--- src/rtl/fetch_unit.sv ---
// Instruction fetch stage: owns the PC, reads MEMORY port 1 asynchronously and
// buffers {instruction, pc} pairs in a small prefetch FIFO feeding decode.
module fetch_unit #(
  parameter int                           WORD_SIZE_BYTES = 4,
  parameter logic [WORD_SIZE_BYTES*8-1:0] RESET_PC        = 32'h0000_0000,
  parameter int                           FIFO_DEPTH      = 4
) (
  input  logic                         clk,
  input  logic                         reset,
  output logic [WORD_SIZE_BYTES*8-1:0] memory_address1,
  input  logic [WORD_SIZE_BYTES*8-1:0] memory_data1,
  input  logic                         redirect_valid,
  input  logic [WORD_SIZE_BYTES*8-1:0] redirect_pc,
  output logic                         out_valid,
  input  logic                         out_ready,
  output logic [WORD_SIZE_BYTES*8-1:0] out_instruction,
  output logic [WORD_SIZE_BYTES*8-1:0] out_pc
);

  localparam int AW    = WORD_SIZE_BYTES * 8;
  localparam int PTR_W = $clog2(FIFO_DEPTH);
  localparam int CNT_W = PTR_W + 1;

  localparam logic [CNT_W-1:0] DEPTH_C    = CNT_W'(FIFO_DEPTH);
  localparam logic [AW-1:0]    STEP       = AW'(WORD_SIZE_BYTES);
  localparam logic [AW-1:0]    ALIGN_MASK = ~(AW'(WORD_SIZE_BYTES - 1));

  logic [AW-1:0]    fetch_pc;
  logic [AW-1:0]    fifo_instr [FIFO_DEPTH];
  logic [AW-1:0]    fifo_pc    [FIFO_DEPTH];
  logic [PTR_W-1:0] rd_ptr;
  logic [PTR_W-1:0] wr_ptr;
  logic [CNT_W-1:0] count;
  logic             deq;
  logic             enq;

  // Handshake: a transfer to decode happens on a posedge where out_valid and
  // out_ready are both high; out_valid and the head payload are held stable
  // until that transfer, and never depend combinationally on out_ready or
  // redirect_valid. A transfer coinciding with a redirect still completes.
  assign out_valid       = (count != '0);
  assign out_instruction = out_valid ? fifo_instr[rd_ptr] : '0;
  assign out_pc          = out_valid ? fifo_pc[rd_ptr]    : '0;
  assign memory_address1 = fetch_pc;

  assign deq = out_valid & out_ready;
  // A full FIFO can still accept when the head leaves in the same cycle.
  assign enq = !redirect_valid & ((count < DEPTH_C) | deq);

  always_ff @(posedge clk) begin
    if (reset) begin
      fetch_pc <= RESET_PC;
      rd_ptr   <= '0;
      wr_ptr   <= '0;
      count    <= '0;
    end else if (redirect_valid) begin
      fetch_pc <= redirect_pc & ALIGN_MASK;
      rd_ptr   <= '0;
      wr_ptr   <= '0;
      count    <= '0;
    end else begin
      if (enq) begin
        wr_ptr   <= wr_ptr + 1'b1;
        fetch_pc <= fetch_pc + STEP;
      end
      if (deq) begin
        rd_ptr <= rd_ptr + 1'b1;
      end
      case ({enq, deq})
        2'b10:   count <= count + 1'b1;
        2'b01:   count <= count - 1'b1;
        default: count <= count;
      endcase
    end
  end

  // Payload storage needs no reset: entries are only visible while counted.
  always_ff @(posedge clk) begin
    if (enq && !reset) begin
      fifo_instr[wr_ptr] <= memory_data1;
      fifo_pc[wr_ptr]    <= fetch_pc;
    end
  end

endmodule

--- config.mk ---
export PLATFORM = sky130hd
export DESIGN_NAME = fetch_unit
export DESIGN_NICKNAME = d
export VERILOG_FILES = /design/src/rtl/fetch_unit.sv
export SDC_FILE = /design/constraint.sdc
export NUM_CORES = 1
export LEC_CHECK = 0
export ABC_CLOCK_PERIOD_IN_PS = 8200
export CAP_MARGIN = 5
export CORE_ASPECT_RATIO = 0.9
export CORE_MARGIN = 8
export CORE_UTILIZATION = 25
export CTS_BUF_LIST = sky130_fd_sc_hd__clkbuf_8
export CTS_CLUSTER_DIAMETER = 150
export DETAILED_ROUTE_END_ITERATION = 8
export SLEW_MARGIN = 10
export SYNTH_ARGS = -nofsm -noshare
export SYNTH_HDL_FRONTEND = slang
export SYNTH_SLANG_ARGS = --single-unit
--- constraint.sdc ---
create_clock -name clk -period 8.2 [get_ports clk]
set_clock_uncertainty 0.2 [all_clocks]
set_input_delay 2.05 -clock clk [delete_from_list [all_inputs] [get_ports clk]]
set_output_delay 2.05 -clock clk [all_outputs]
set_load 0.02 [all_outputs]
# Word-level counts from Yosys, hierarchy flattened
# Memory sizes are Yosys's and may differ from the RTL's. A register that Yosys moved wholly into a read port is not among the register bits.
# Index checks and enable logic that the tools add are counted.
# W data, S select, Z words.
# word_totals
memories,2
input_bits,68
reg_bits,39
ramBits,256
out_inout_bits,97
elab_cells,36
# op_classes
muxes,11
eq_ne,2
bitwise_logic,3
reduce_logical,7
add_sub_neg,5
n_lt_le_gt_ge,1
# mem_list
name,depth,width,rd,rd_clocked_by_memory_dff,wr,line,source
fifo_instr,4,32,1,1,1,29,logic [AW-1:0] fifo_instr [FIFO_DEPTH];
fifo_pc,4,32,1,1,1,30,logic [AW-1:0] fifo_pc [FIFO_DEPTH];
# op_table
op,count
$mux W32,4
$add A32 B3 Y32 const B,1
$mux W2,4
$pmux W3 S2,1
$add A2 B1 Y2 const B,2
$reduce_bool A2 Y1,2
$add A3 B1 Y3 const B,1
$lt A3 B3 Y1 const B,1
$reduce_bool A3 Y1,1
$sub A3 B1 Y3 const B,1
$and A1 B1 Y1,2
$eq A2 B1 Y1 const B,1
$eq A2 B2 Y1 const B,1
$logic_not A1 Y1,2
$mux W1,2
$reduce_or A2 Y1,1
$logic_and A1 B1 Y1,1
$or A1 B1 Y1,1

# Longest topological paths before layout
# depth
ltp_word,7
ltp_mapped,10
depth_no_buf,8

# Worst setup path before layout
# No wires, ideal clock.
# synth_path
kind,input to register
from,input port out_ready
to,"memory fifo_instr[0][0] (netlist bit), enable pin"
path_slack_ps,3303
arrival_time_ps,4271
stages,4
setup_ps,427
path_buffers,1
t_required_ps,7573
cell_sequence,nand2b_1 buf_1 nor2b_1 and2_1
# synth_via
elab_chain_len,6
# synth_rtl
item,line,source
"start, declared",15,"input logic out_ready,"
$and A1 B1 Y1,46,assign deq = out_valid & out_ready;
$or A1 B1 Y1,48,assign enq = !redirect_valid & ((count < DEPTH_C) | deq);
$and A1 B1 Y1,48,
$logic_and A1 B1 Y1,79,if (enq && !reset) begin
$mux W1,79,
$mux W1 (implied by the code),80,fifo_instr[wr_ptr] <= memory_data1;
"end, declared",29,
# Every way passes these cells.

==> impl_metrics.prom <==
# TYPE chip_impl_metric gauge
chip_impl_metric{name="worst-slew-pin-transition",unit="ps"} 1040
chip_impl_metric{name="vdd_ir_drop_max",unit="uV"} 133
chip_impl_metric{name="post-route-min-period",unit="ps"} 5740
chip_impl_metric{name="number_of_synthesized_register_bits",unit=""} 287
chip_impl_metric{name="post_synth_inst_count",unit=""} 646
chip_impl_metric{name="layout-drive-gt1-share",unit="%"} 18.3
chip_impl_metric{name="wp_data_arrival",unit="ps"} 3490
chip_impl_metric{name="viasPerCell",unit=""} 4.31
chip_impl_metric{name="synth.avg_cell_area",unit="um2"} 17.8
chip_impl_metric{name="fin_tns_setup",unit="ps"} 0
chip_impl_info{name="grt_setup_unrepaired",value="no"} 1
chip_impl_metric{name="clk-insertion-delay-late",unit="ps"} 600
chip_impl_metric{name="effective_utilization_at_floorplan",unit="%"} 25.3
chip_impl_metric{name="drv_cap",unit=""} 0
chip_impl_metric{name="grt-ovfl-total",unit=""} 0
chip_impl_metric{name="setup_viol",unit=""} 0
chip_impl_metric{name="cp.required",unit="ps"} 5950
chip_impl_metric{name="numPortBuffers",unit=""} 158
chip_impl_metric{name="grt_start_max_net_pins",unit=""} 65
chip_impl_metric{name="synth_enable_flop_cells",unit=""} 248
chip_impl_info{name="worstPathCellList",value="buf_4 > mux4_2 > and2_1 > clkdlybuf4s50_1"} 1
chip_impl_metric{name="total_power_per_unit_cell_area",unit="nW/um2"} 217
chip_impl_metric{name="synth-seq-area-share",unit="%"} 71.5
chip_impl_metric{name="synthesis.yosys.warnings",unit=""} 0
chip_impl_metric{name="postRouteWirelength",unit="um"} 29300
chip_impl_metric{name="seqCellArea",unit="um2"} 8240
chip_impl_metric{name="core_area",unit="um2"} 45500
chip_impl_metric{name="static-leakage-power",unit="uW"} 0.00470
chip_impl_metric{name="slew_violations",unit=""} 0
chip_impl_info{name="clock-root-buffer",value="sky130_fd_sc_hd__clkbuf_8"} 1
chip_impl_info{name="outcome",value="finished, final reports clean"} 1
chip_impl_metric{name="fill_cells",unit=""} 4436
chip_impl_metric{name="wire_per_inst",unit="um"} 19.8
chip_impl_info{name="holdCritPathClass",value="reg -> reg"} 1
chip_impl_metric{name="top_level_ports",unit=""} 165
chip_impl_info{name="criticalPathCategory",value="reg -> out"} 1
chip_impl_metric{name="fmax",unit="MHz"} 174
chip_impl_metric{name="first_pass_iters",unit=""} 7
chip_impl_metric{name="hpwlAfterDp",unit="um"} 17900
chip_impl_metric{name="clk_transition_reported_paths",unit="ps"} 60
chip_impl_metric{name="syn-cell-area",unit="um2"} 11500
chip_impl_metric{name="drtIter0Drc",unit=""} 494
chip_impl_metric{name="cpPeakStageDelay",unit="ps"} 930
chip_impl_info{name="slowest_stage_cell_cp",value="sky130_fd_sc_hd__dfxtp_4"} 1
chip_impl_metric{name="proportion_of_netlist_area_held_by_the_largest_area_contributor",unit="%"} 64.7
chip_impl_metric{name="track_usage",unit="%"} 10.9
chip_impl_metric{name="wire_length_of_the_first_global_routing_pass",unit="um"} 43300
chip_impl_metric{name="fp-row-count",unit=""} 74
chip_impl_metric{name="cts_post_setup_buffers_inserted",unit=""} 0
chip_impl_metric{name="fp.dieH",unit="um"} 220
chip_impl_metric{name="numClockSinks",unit=""} 287
chip_impl_metric{name="holdBufCountCts",unit=""} 0
chip_impl_info{name="ys_dominant_reg_cell",value="sky130_fd_sc_hd__edfxtp_1"} 1
chip_impl_metric{name="num_vias",unit=""} 6378
chip_impl_info{name="endpoint_kind_of_the_worst_setup_timing_path",value="primary output"} 1
chip_impl_metric{name="insertedDiodeCount",unit=""} 0
chip_impl_info{name="startpoint_type",value="register"} 1
chip_impl_metric{name="max-slew-margin-rel",unit="%"} 30.2
chip_impl_metric{name="ys_types",unit=""} 45
chip_impl_metric{name="ant_nets",unit=""} 0
chip_impl_metric{name="final.period_utilization",unit="%"} 70.0
chip_impl_info{name="synth.largest_area_cell",value="sky130_fd_sc_hd__edfxtp_1"} 1
chip_impl_metric{name="first_global_vias",unit=""} 6757
chip_impl_metric{name="final_nets",unit=""} 905
chip_impl_metric{name="htree_num_levels",unit=""} 2
chip_impl_metric{name="die_area",unit="um2"} 53200
chip_impl_info{name="ys_top_cells_by_area",value="sky130_fd_sc_hd__edfxtp_1, sky130_fd_sc_hd__mux4_2, sky130_fd_sc_hd__dfxtp_1"} 1
chip_impl_metric{name="drt_drc_violations_left",unit=""} 0
chip_impl_metric{name="finalHoldViolations",unit=""} 0
chip_impl_metric{name="synthArstFlopShare",unit="%"} 0
chip_impl_metric{name="multiInputGateArea",unit="um2"} 3060
chip_impl_metric{name="ctsLongestPathBuffers",unit=""} 3
chip_impl_metric{name="gp_congestion",unit=""} 0.693
chip_impl_metric{name="syn_to_final_growth",unit="%"} 28.0
chip_impl_metric{name="fin_ws",unit="ps"} 2460
chip_impl_metric{name="cts_made_buffers",unit=""} 50
chip_impl_metric{name="antenna_found_initial",unit=""} 0
chip_impl_metric{name="fp.dieW",unit="um"} 242
chip_impl_metric{name="path_max_fanout",unit=""} 37
chip_impl_metric{name="dp_worst_setup_slack",unit="ps"} 2880
chip_impl_metric{name="cts_resized",unit=""} 0
chip_impl_info{name="tritoncts",value="done"} 1
[logic make-up (layout without fill, tap and decap cells)]
family                   Yosys count  count (layout)  share of synthesized area [%]
AND/OR/NAND/NOR                  172             172                           8.55
flip-flops                       287             287                           71.5
AO/OA/AOI/OAI                     38              38                           2.32
XOR/XNOR                          32              32                           2.43
multiplexers                      63              63                           12.2
adder cells (fa/ha/maj)            7               7                          0.826
other                              1               4                         0.0326
buffers and inverters             46             268                           2.14
[placed cells by master, fill, tap and decap left out, drive strengths merged, types with 2 or more instances in the layout]
cell type	n
edfxtp	248
clkdlybuf4s50	158
and2	70
mux4	62
clkbuf	56
dfxtp	39
nor2	38
inv	27
xor2	20
a211oi	20
nand3	16
nand2	14
clkinv	14
xnor2	12
nand4	12
buf	10
a21oi	8
ha	6
nor3	5
o21ai	4
conb	4
or3	4
bufinv	3
o22ai	2
and4	2
and4b	2
and3	2
a311oi	2
nor4	2
[per-stage QoR]
stage	util [%]	total power (uW)	instances	cell area, um2	hold WS [ps]
3_3_place_gp	30.2	1940	1386	13700	297
3_5_place_dp	30.2	1950	1386	13700	304
4_1_cts	32.4	3260	1479	14700	317
5_1_grt	32.4	3340	1479	14700	352
2_1_floorplan	-	1810	649	11500	267
6_report	32.4	3200	1479	14700	312
[cell usage after synthesis, types with 2 or more instances]
cell	number
sky130_fd_sc_hd__clkbuf_1	20
sky130_fd_sc_hd__buf_1	2
sky130_fd_sc_hd__a21oi_1	8
sky130_fd_sc_hd__ha_1	6
sky130_fd_sc_hd__buf_2	6
sky130_fd_sc_hd__clkbuf_8	2
sky130_fd_sc_hd__nand2_1	14
sky130_fd_sc_hd__nand4_1	11
sky130_fd_sc_hd__o21ai_0	4
sky130_fd_sc_hd__inv_1	7
sky130_fd_sc_hd__a211oi_2	2
sky130_fd_sc_hd__xnor2_1	12
sky130_fd_sc_hd__xor2_1	20
sky130_fd_sc_hd__nor2_1	38
sky130_fd_sc_hd__and2_1	69
sky130_fd_sc_hd__nor3_1	5
sky130_fd_sc_hd__a211oi_1	18
sky130_fd_sc_hd__and4b_1	2
sky130_fd_sc_hd__o22ai_1	2
sky130_fd_sc_hd__nand3_2	5
sky130_fd_sc_hd__edfxtp_1	248
sky130_fd_sc_hd__buf_4	5
sky130_fd_sc_hd__a311oi_1	2
sky130_fd_sc_hd__mux4_2	62
sky130_fd_sc_hd__or3_1	4
sky130_fd_sc_hd__nand3_1	11
sky130_fd_sc_hd__dfxtp_1	39
sky130_fd_sc_hd__buf_6	3
sky130_fd_sc_hd__and4_2	2
sky130_fd_sc_hd__and3_1	2
[layer usage]
metal / routed length (um) / global-route usage (%) / share of wire (%)
met2: 13300 / 17.0 / 45
met5: 0 / 0 / 0
met1: 13300 / 14.3 / 46
met3: 2120 / 3.56 / 7.2
met4: 573 / 3.42 / 2.0
[registers in the layout (all words and copies together), names as in the netlist, named ones only]
signal and count:
wr_ptr 2, memory_address1 30, fifo_instr 128, fifo_pc 120, rd_ptr 2, count 3
[cell type report]
type | count | area share [%]
multi-input cells | 316 | 20.8
flip-flops and latches | 287 | 55.9
repair buffers | 168 | 11.2
clock inverters | 37 | 1.55
clock buffers | 56 | 5.23
inverters | 7 | 0.178
well taps | 608 | 5.16
[where the power goes]
part / total, uW / internal [uW] / switching, uW
Clock: 1290 / 719 / 573
Combinational: 249 / 121 / 128
Sequential: 1660 / 1630 / 35.4
[worst paths after layout]
check                start                 to  slack, ps  depth (start not counted)
hold reg to reg   count[2]           count[2]        310                          2
setup / recovery  register         out_pc[14]       2460                          4
hold / removal    count[2]           count[2]        310                          2
setup reg to reg  count[2]  fifo_instr[3][13]       5300                          4
[critical path, delay by kind of cell, from the launching register on]
family | cells | cell delay (ps)
buffers and inverters | 2 | 1150
muxes | 1 | 560
DFF | 1 | 930
and+or+nand+nor | 1 | 200
Note: power is estimated with default switching activity, not from simulation.
